[src/rtl/seg7_scan_ctrl.sv]
// Multiplexed seven-segment scan controller: shadowed frame capture, leading-zero
// suppression, dead-time blanking and PWM dimming, all outputs registered.

module seg7_digit_lane #(
  parameter bit IS_LSD = 1'b0
) (
  input  logic [3:0] nibble,
  input  logic       dp,
  input  logic       en,
  input  logic       lz,
  input  logic       hi_blank,
  output logic [7:0] seg,
  output logic       on
);
  logic       supp;
  logic [6:0] glyph;

  // The least significant digit always shows, so an all-zero value reads "0".
  assign supp = lz & (nibble == 4'h0) & hi_blank & ~IS_LSD;
  assign on   = en & ~supp;

  always_comb begin
    glyph = 7'h00;
    case (nibble)
      4'h0: glyph = 7'h3F;
      4'h1: glyph = 7'h06;
      4'h2: glyph = 7'h5B;
      4'h3: glyph = 7'h4F;
      4'h4: glyph = 7'h66;
      4'h5: glyph = 7'h6D;
      4'h6: glyph = 7'h7D;
      4'h7: glyph = 7'h07;
      4'h8: glyph = 7'h7F;
      4'h9: glyph = 7'h6F;
      4'hA: glyph = 7'h77;
      4'hB: glyph = 7'h7C;
      4'hC: glyph = 7'h39;
      4'hD: glyph = 7'h5E;
      4'hE: glyph = 7'h79;
      4'hF: glyph = 7'h71;
      default: glyph = 7'h00;
    endcase
    seg = {dp & ~supp, glyph};
  end
endmodule

module seg7_scan_ctrl #(
  parameter int NUM_DIGITS     = 8,
  parameter int SLOT_CYCLES    = 1024,
  parameter int BLANK_CYCLES   = 16,
  parameter int BR_W           = 3,
  parameter int SEG_ACTIVE_LOW = 0,
  parameter int AN_ACTIVE_LOW  = 1
) (
  input  logic                    clock,
  input  logic                    reset,
  input  logic [4*NUM_DIGITS-1:0] digits,
  input  logic [NUM_DIGITS-1:0]   dp_in,
  input  logic [NUM_DIGITS-1:0]   digit_en,
  input  logic                    lz_suppress,
  input  logic [BR_W-1:0]         brightness,
  output logic [7:0]              segments,
  output logic [NUM_DIGITS-1:0]   anodes,
  output logic                    frame_done
);
  localparam int SW = $clog2(SLOT_CYCLES);
  localparam int DW = $clog2(NUM_DIGITS);
  localparam logic [SW-1:0] SLOT_LAST = SW'(SLOT_CYCLES - 1);
  localparam logic [SW-1:0] BLANK_L   = SW'(BLANK_CYCLES);
  localparam logic [DW-1:0] DIG_LAST  = DW'(NUM_DIGITS - 1);

  typedef enum logic {S_BLANK, S_DRIVE} state_t;

  state_t                         state, state_nxt;
  logic [SW-1:0]                  slot_cnt, slot_nxt;
  logic [DW-1:0]                  digit_idx, idx_nxt;
  logic [BR_W-1:0]                pwm_cnt;
  logic                           cap_pend;
  logic [NUM_DIGITS-1:0][3:0]     sh_dig;
  logic [NUM_DIGITS-1:0]          sh_dp, sh_en;
  logic                           sh_lz;
  logic [NUM_DIGITS-1:0][7:0]     lane_seg;
  logic [NUM_DIGITS-1:0]          lane_on;
  logic [NUM_DIGITS:1]            hi_blank_c;
  logic                           slot_wrap, frame_wrap, drive;
  logic [7:0]                     seg_nxt, seg_q;
  logic [NUM_DIGITS-1:0]          an_nxt, an_q;
  logic                           fd_q;

  // hi_blank_c[i]: every digit at index >= i is zero or disabled.
  assign hi_blank_c[NUM_DIGITS] = 1'b1;

  for (genvar i = 0; i < NUM_DIGITS; i++) begin : g_lane
    if (i > 0) begin : g_chain
      assign hi_blank_c[i] = hi_blank_c[i+1] & ((sh_dig[i] == 4'h0) | ~sh_en[i]);
    end
    seg7_digit_lane #(.IS_LSD(i == 0)) u_lane (
      .nibble   (sh_dig[i]),
      .dp       (sh_dp[i]),
      .en       (sh_en[i]),
      .lz       (sh_lz),
      .hi_blank (hi_blank_c[i+1]),
      .seg      (lane_seg[i]),
      .on       (lane_on[i])
    );
  end

  always_comb begin
    slot_wrap  = (slot_cnt == SLOT_LAST);
    frame_wrap = slot_wrap & (digit_idx == DIG_LAST);
    slot_nxt   = slot_wrap ? '0 : slot_cnt + 1'b1;
    idx_nxt    = digit_idx;
    if (slot_wrap) idx_nxt = (digit_idx == DIG_LAST) ? '0 : digit_idx + 1'b1;
    state_nxt  = (slot_nxt < BLANK_L) ? S_BLANK : S_DRIVE;
    // Brightness is live so dimming responds within one PWM period.
    drive      = (state == S_DRIVE) & lane_on[digit_idx] &
                 ((pwm_cnt < brightness) | (&brightness));
    seg_nxt    = drive ? lane_seg[digit_idx] : 8'h00;
    an_nxt     = '0;
    an_nxt[digit_idx] = drive;
  end

  always_ff @(posedge clock) begin
    if (reset) begin
      state     <= S_BLANK;
      slot_cnt  <= '0;
      digit_idx <= '0;
      pwm_cnt   <= '0;
      cap_pend  <= 1'b1;
      sh_dig    <= '0;
      sh_dp     <= '0;
      sh_en     <= '0;
      sh_lz     <= 1'b0;
      seg_q     <= '0;
      an_q      <= '0;
      fd_q      <= 1'b0;
    end else begin
      state     <= state_nxt;
      slot_cnt  <= slot_nxt;
      digit_idx <= idx_nxt;
      pwm_cnt   <= pwm_cnt + 1'b1;
      cap_pend  <= 1'b0;
      if (cap_pend | frame_wrap) begin
        sh_dig <= digits;
        sh_dp  <= dp_in;
        sh_en  <= digit_en;
        sh_lz  <= lz_suppress;
      end
      seg_q <= seg_nxt;
      an_q  <= an_nxt;
      fd_q  <= frame_wrap;
    end
  end

  assign segments   = (SEG_ACTIVE_LOW != 0) ? ~seg_q : seg_q;
  assign anodes     = (AN_ACTIVE_LOW != 0) ? ~an_q : an_q;
  assign frame_done = fd_q;
endmodule

[config.mk]
export PLATFORM = sky130hd
export DESIGN_NAME = seg7_scan_ctrl
export DESIGN_NICKNAME = d
export VERILOG_FILES = /design/src/rtl/seg7_scan_ctrl.sv
export SDC_FILE = /design/constraint.sdc
export NUM_CORES = 1
export LEC_CHECK = 0
export BUFFER_PORTS_ARGS = -buffer_cell sky130_fd_sc_hd__buf_4
export CORE_UTILIZATION = 50
export DETAILED_ROUTE_END_ITERATION = 6
export GPL_TIMING_DRIVEN = 0
export PLACE_DENSITY = 0.76
export SKIP_LAST_GASP = 1
export SLEW_MARGIN = 20
export SYNTH_ARGS = -nofsm -noshare
export SYNTH_HDL_FRONTEND = slang
export SYNTH_SLANG_ARGS = --single-unit
[constraint.sdc]
create_clock -name clock -period 2.65 [get_ports clock]
set_input_delay 0.1325 -clock clock [delete_from_list [all_inputs] [get_ports clock]]
set_output_delay 0.1325 -clock clock [all_outputs]
set_load 0.02 [all_outputs]
==> flow_summary.toml, run 1 <==
[sta]
setup-tns-final_ps = 0
maxClockFrequency_mhz = 378
hold_viol = 0
fin_skew_ps = 7.02
max_slew_margin_pct = 39.4
rsz0062_at_grt = "yes"
tightest_slew_ps = 901
fin_crit_ps = 2640
post-route-period-util_pct = 99.7
whs_ps = 18.5
drv_slew = 0
setup_viol = 0
postLayoutSetupSlackWorst_ps = 6.72

[synth]
synth_seq_cells = 140
ys_types = 77
synth_commonest_cells = "dfxtp_1, nand2_1, inv_1"
synth-async-reset-ratio_pct = 0
synth_edf_count = 0
synth.avg_cell_area_um2 = 8.93
syn_inst = 905
synth.area.top_cells = "dfxtp_1, ha_1, mux2i_1"
dominantRegCellSynth = "dfxtp_1"
synth_area_leader_cell = "dfxtp_1"
mappedNetlistNets = 1021
synth_area_um2 = 8080
ys_seq_area_share_pct = 34.7
yosysWarnings = 0
synth_top_area_share_pct = 34.7
synth_most_common_cell = "dfxtp_1"

[worst_setup_path]
path_max_fanout = 10
path_cells = "buf_4, buf_2, clkbuf_2, clkbuf_2, buf_2, a21o_1, inv_2, ha_4, or3_1, a22oi_2"
worst-setup-path-type = "in2reg"
crit_arrival_ps = 2980
cpMaxStageDelayCell = "buf_2"
cp_num_buf_inv = 6
r2r_slack_ps = 20
slowest_delay_ps = 460
end_kind = "flip-flop"
startpoint_type = "input pin"
required_ps = 2990
crit_family = "buffers and inverters"

[floorplan]
start_util_pct = 51.1
die_area_um2 = 16700
fp.dieH_um = 129
coreArea_um2 = 15800
fp.dieW_um = 129
pin_count = 71
num_rows = 46

[cts]
h-tree-depth = 4
cts_buffers = 17
clk_latency_ps = 440
cts_sinks = 140
cts_tree = "built"
clock-root-buffer = "clkbuf_16"
path_clk_slew_ps = 60
clk_path_buf_depth = 2

[detailed_routing]
num_vias = 7609
drt-total-wl_mm = 26.4
ant_nets = 0
firstDrtPassIters = 6
drt_first_iter_violations = 822
drcViolationCount = 0
via_per_inst = 5.98
route.detailed.wl_per_inst_um = 20.8

[global_routing]
track_usage_pct = 32.2
grt_overflow_total = 0
grt_pass1_vias = 7224
grt_max_degree = 17
antenna_found_initial = 0
grt_first_pass_wirelength_mm = 39.5

[finish]
regArea_um2 = 2820
fillerInstances = 1204
fin_nets = 1160
syn2layout_area_growth_pct = 29.6
num_antenna_cells = 0
drive_above_1_share_pct = 26.4
multi_input_area_um2 = 5110
finish.utilization_pct = 66.2

[power_and_ir_drop]
powerDensity_nw_per_um2 = 549
total_power_mw = 5.75
p_leak_nw = 4.29
peakVddDrop_v = 0.000488

[min_path]
holdCritPathClass = "in2reg"

[run]
drv_cap = 0

[place]
dpl.hpwl_mm = 17.8
portBuffers = 70
gp_congestion = 0.984
preCtsSetupSlack_ps = -1140

[status]
status = "finished clean"
[per-stage QoR]
step                instance area [µm²]  std cells
floorplan                          8160        905
global placement                   8950       1191
detailed placement                 8950       1191
CTS                               10200       1264
global route                      10500       1272
finish                            10500       1272
[final timing paths]
check | startpoint | end | cells past startpoint
setup / recovery | reset | g_lane[3].u_lane.glyph[6]$_DFF_P_ | 10
hold / removal | digits[17] | sh_dig[17]$_SDFFE_PP0N_ | 3
setup reg to reg | slot_cnt[7]$_SDFF_PP0_ | g_lane[4].u_lane.glyph[3]$_DFF_P_ | 10
hold reg to reg | pwm_cnt[0]$_SDFF_PP0_ | pwm_cnt[0]$_SDFF_PP0_ | 1
[per-layer routing]
metal | track usage, % | wire (µm)
met2 | 51.5 | 12300
met5 | 0 | 0
met1 | 38.9 | 10200
met4 | 19.9 | 1330
met3 | 8.34 | 2580
[placed cells by master (no fill, tap or decap), drive strengths merged, types with 4 or more instances in the layout]
cell / synthesis / routed
nor4b: 9 / 9
inv: 83 / 85
a21oi: 48 / 48
o32ai: 7 / 7
clkbuf: 22 / 39
nor3b: 16 / 16
dfxtp: 140 / 140
a22oi: 17 / 17
and2: 5 / 5
or4: 4 / 4
a311oi: 7 / 7
nand2: 102 / 102
clkinv: 1 / 4
or2: 7 / 7
nor2: 35 / 35
clkinvlp: 0 / 5
nand2b: 11 / 11
a21o: 15 / 15
nand4: 9 / 9
ha: 62 / 62
nor2b: 23 / 23
buf: 29 / 132
or3: 4 / 4
a31oi: 10 / 10
mux4: 12 / 12
nor3: 18 / 18
nand3: 36 / 36
a41oi: 4 / 4
dlygate4sd3: 0 / 18
xnor2: 5 / 5
mux2: 9 / 9
mux2i: 53 / 53
o21ai: 18 / 18
nor4: 18 / 18
a211oi: 12 / 12
[cell type report]
type | instances | area share [%]
multi-input combinational | 630 | 48.8
sequential | 140 | 26.9
timing repair buffer | 125 | 10.0
clock buffer | 18 | 4.19
inverter | 84 | 3.06
buffer | 46 | 2.86
tap | 216 | 2.58
clock inverter | 13 | 1.60
[what timing repair did]
item	4_1_cts	5_1_grt
resized for setup	46	50
buffers inserted	25	11
cloned	1	0
hold buffers	18	0
hold endpoints to repair	18	0
setup endpoints to repair	65	39
pin swaps	13	13
[power by group]
group	internal [mW]	total (mW)	switching (mW)
clock network	1.50	2.47	0.971
logic	0.414	0.936	0.522
registers	2.24	2.34	0.100
[flip-flops by register name (all words and copies together) (netlist names), 3 cells and up]
name	cells
digit_idx	3
an_q	8
sh_dp	8
sh_dig	32
slot_cnt	10
sh_en	8
g_lane.u_lane.glyph	56
pwm_cnt	3
segments	8
[worst min-delay path, delay by kind of cell]
kind          cells  cell delay (ps)
buf+inv           1               80
mux               1              120
simple gates      1               80
[cells by family (layout without fill, tap and decap cells)]
| logic type | after synthesis | count (layout) | synth area share [%] |
|---|---|---|---|
| adder cells (fa/ha/maj) | 62 | 62 | 9.60 |
| multiplexers | 74 | 74 | 12.0 |
| XOR/XNOR | 8 | 8 | 0.867 |
| AO/OA/AOI/OAI | 182 | 182 | 16.2 |
| buffers and inverters | 135 | 286 | 7.41 |
| AND/OR/NAND/NOR | 304 | 304 | 19.3 |
| flip-flops | 140 | 140 | 34.7 |
Note: power is estimated with default switching activity, not from simulation.
==> run 2: changes to the inputs <==
==> constraint.sdc (replaced) <==
create_clock -name clock -period 2.65 [get_ports clock]
set_input_delay 0.53 -clock clock [delete_from_list [all_inputs] [get_ports clock]]
set_output_delay 0.53 -clock clock [all_outputs]
set_load 0.02 [all_outputs]
==> run 2 against run 1 <==
Against the previous run:
- sequential share of layout area increased by 0.24 points
- total power about the same
- die area unchanged
- combinational power is 0.9% lower
- sequential power about the same
- first-iteration DRC count is 1.6% lower
- the run now ends with DRC, setup timing left
- clock skew is 1.0 ps lower
- clock-buffer cell count stayed put
- via count is 0.13% higher
- register-to-register slack worse by 20 ps
- largest power group unchanged
- wire length up 1.1%
- critical endpoint is now g_lane[6].u_lane.glyph[5]$_DFF_P_
==> flow_summary.toml, run 2 (synthesis results as in run 1) <==
[status]
status = "finished with violations"
violations = "DRC, setup timing"

[finish]
layout_commonest_cell = "dfxtp_1"
final_cell_mix = "dfxtp_1, buf_4, nand2_1"
fin_nets = 1149
drive_above_1_share_pct = 27.5
largest_reg_flops = 56
syn2layout_area_growth_pct = 28.3
num_antenna_cells = 0

[power_and_ir_drop]
peakVddDrop_v = 0.000495
total_power_mw = 5.75
powerDensity_nw_per_um2 = 554
p_leak_nw = 4.26

[cts]
h-tree-depth = 4
clock-root-buffer = "clkbuf_16"
clk_latency_ps = 440
clk_path_buf_depth = 2
path_clk_slew_ps = 60
cts_tree = "built"
cts_hold_repair.buffers = 0
cts_sinks = 140
cts_buffers = 17

[place]
preCtsSetupSlack_ps = -1540
gp_congestion = 0.984
portBuffers = 70
dpl.hpwl_mm = 17.8

[sta]
tightest_slew_ps = 989
fin_skew_ps = 6.01
whs_ps = 340
maxClockFrequency_mhz = 374
drv_slew = 0
postLayoutSetupSlackWorst_ps = -26.1
setup-tns-final_ps = -49.0
max_slew_margin_pct = 33.5
fin_crit_ps = 2680
setup_viol = 4
rsz0062_at_grt = "yes"
hold_viol = 0
post-route-period-util_pct = 101

[worst_setup_path]
end_kind = "flip-flop"
startpoint_type = "input pin"
path_max_fanout = 10
slowest_delay_ps = 600
cp_num_buf_inv = 5
crit_arrival_ps = 3000
required_ps = 2980
path_cells = "buf_4, buf_2, clkbuf_4, buf_1, buf_1, a21oi_1, a22oi_1"
cpMaxStageDelayCell = "buf_1"
worst-setup-path-type = "in2reg"
path_common_cell = "buf_1"
crit_family = "buffers and inverters"

[global_routing]
grtUsageMet2_pct = 51.0
grt_overflow_total = 0
grt_first_pass_wirelength_mm = 39.1
grt_max_degree = 17
antenna_found_initial = 0
use_met1_pct = 38.6
use_met3_pct = 8.63
busiest_layer = "met2"
grt_pass1_vias = 7118
track_usage_pct = 32.0

[detailed_routing]
ant_nets = 0
num_vias = 7619
firstDrtPassIters = 7
route.detailed.wl_per_inst_um = 21.2
drt_first_iter_violations = 809
drcViolationCount = 4
drt-total-wl_mm = 26.7
via_per_inst = 6.04

[floorplan]
num_rows = 46
die_area_um2 = 16700
start_util_pct = 51.1
coreArea_um2 = 15800
fp.dieW_um = 129
pin_count = 71
fp.dieH_um = 129

[run]
drv_cap = 0

[min_path]
holdCritPathClass = "in2reg"
## run 2: cell count changes in the layout (fill, tap and decap cells not counted), moves of 3 or more
cell           delta
clkbuf_4          +4
buf_2             -3
clkbuf_2          -3
dlygate4sd3_1    -18
buf_4             +8
## run 2: final cells by class
cell class	instances	area (µm²)
Buffer	47	329
Clock buffer	18	439
Clock inverter	13	168
Fill cell	1222	5460
Inverter	84	320
Multi-Input combinational cell	630	5120
Sequential cell	140	2820
Tap cell	216	270
Timing Repair Buffer	113	910
## run 2: worst register-to-register path, cell delays in order, from the launching register on
cell,delay [ps]
dfxtp_2,310
buf_6,110
and4_4,200
a41oi_4,390
buf_4,340
mux2i_1,670
o21ai_0,200
o221a_2,310
## run 2: through the flow
| stage | instance area (µm²) | util (%) | instances |
|---|---|---|---|
| floorplan | 8160 | - | 905 |
| finish | 10400 | 65.5 | 1261 |
| global route | 10400 | 65.5 | 1261 |
| CTS | 10000 | 63.3 | 1247 |
| global placement | 8950 | 56.6 | 1191 |
| detailed placement | 8950 | 56.6 | 1191 |
## run 2: final timing paths
check                               from                           endpoint  slack [ps]  cells past startpoint
setup / recovery                   reset  g_lane[6].u_lane.glyph[5]$_DFF_P_         -30                      7
hold / removal               digit_en[2]              sh_en[2]$_SDFFE_PP0N_         340                      3
setup reg to reg  slot_cnt[6]$_SDFF_PP0_  g_lane[1].u_lane.glyph[0]$_DFF_P_           0                      7
hold reg to reg    pwm_cnt[0]$_SDFF_PP0_              pwm_cnt[0]$_SDFF_PP0_         440                      1
## run 2: per-layer routing
layer | share of wire [%] | wire length (µm)
met2 | 46 | 12400
met3 | 9.1 | 2450
met5 | 0 | 0
met1 | 39 | 10400
met4 | 5.6 | 1490
## run 2: power breakdown
group          switching (mW)  internal [mW]
Sequential             0.0997           2.24
Combinational           0.524          0.404
Clock                   0.976           1.50
Total                    1.60           4.15
## run 2: what timing repair did
action | in CTS | in global routing
endpoints found under the setup margin | 66 | 40
pin swaps | 14 | 18
gates resized for setup | 50 | 52
setup buffers | 26 | 16
gates cloned | 1 | 0
endpoints found under the hold margin | 0 | 0
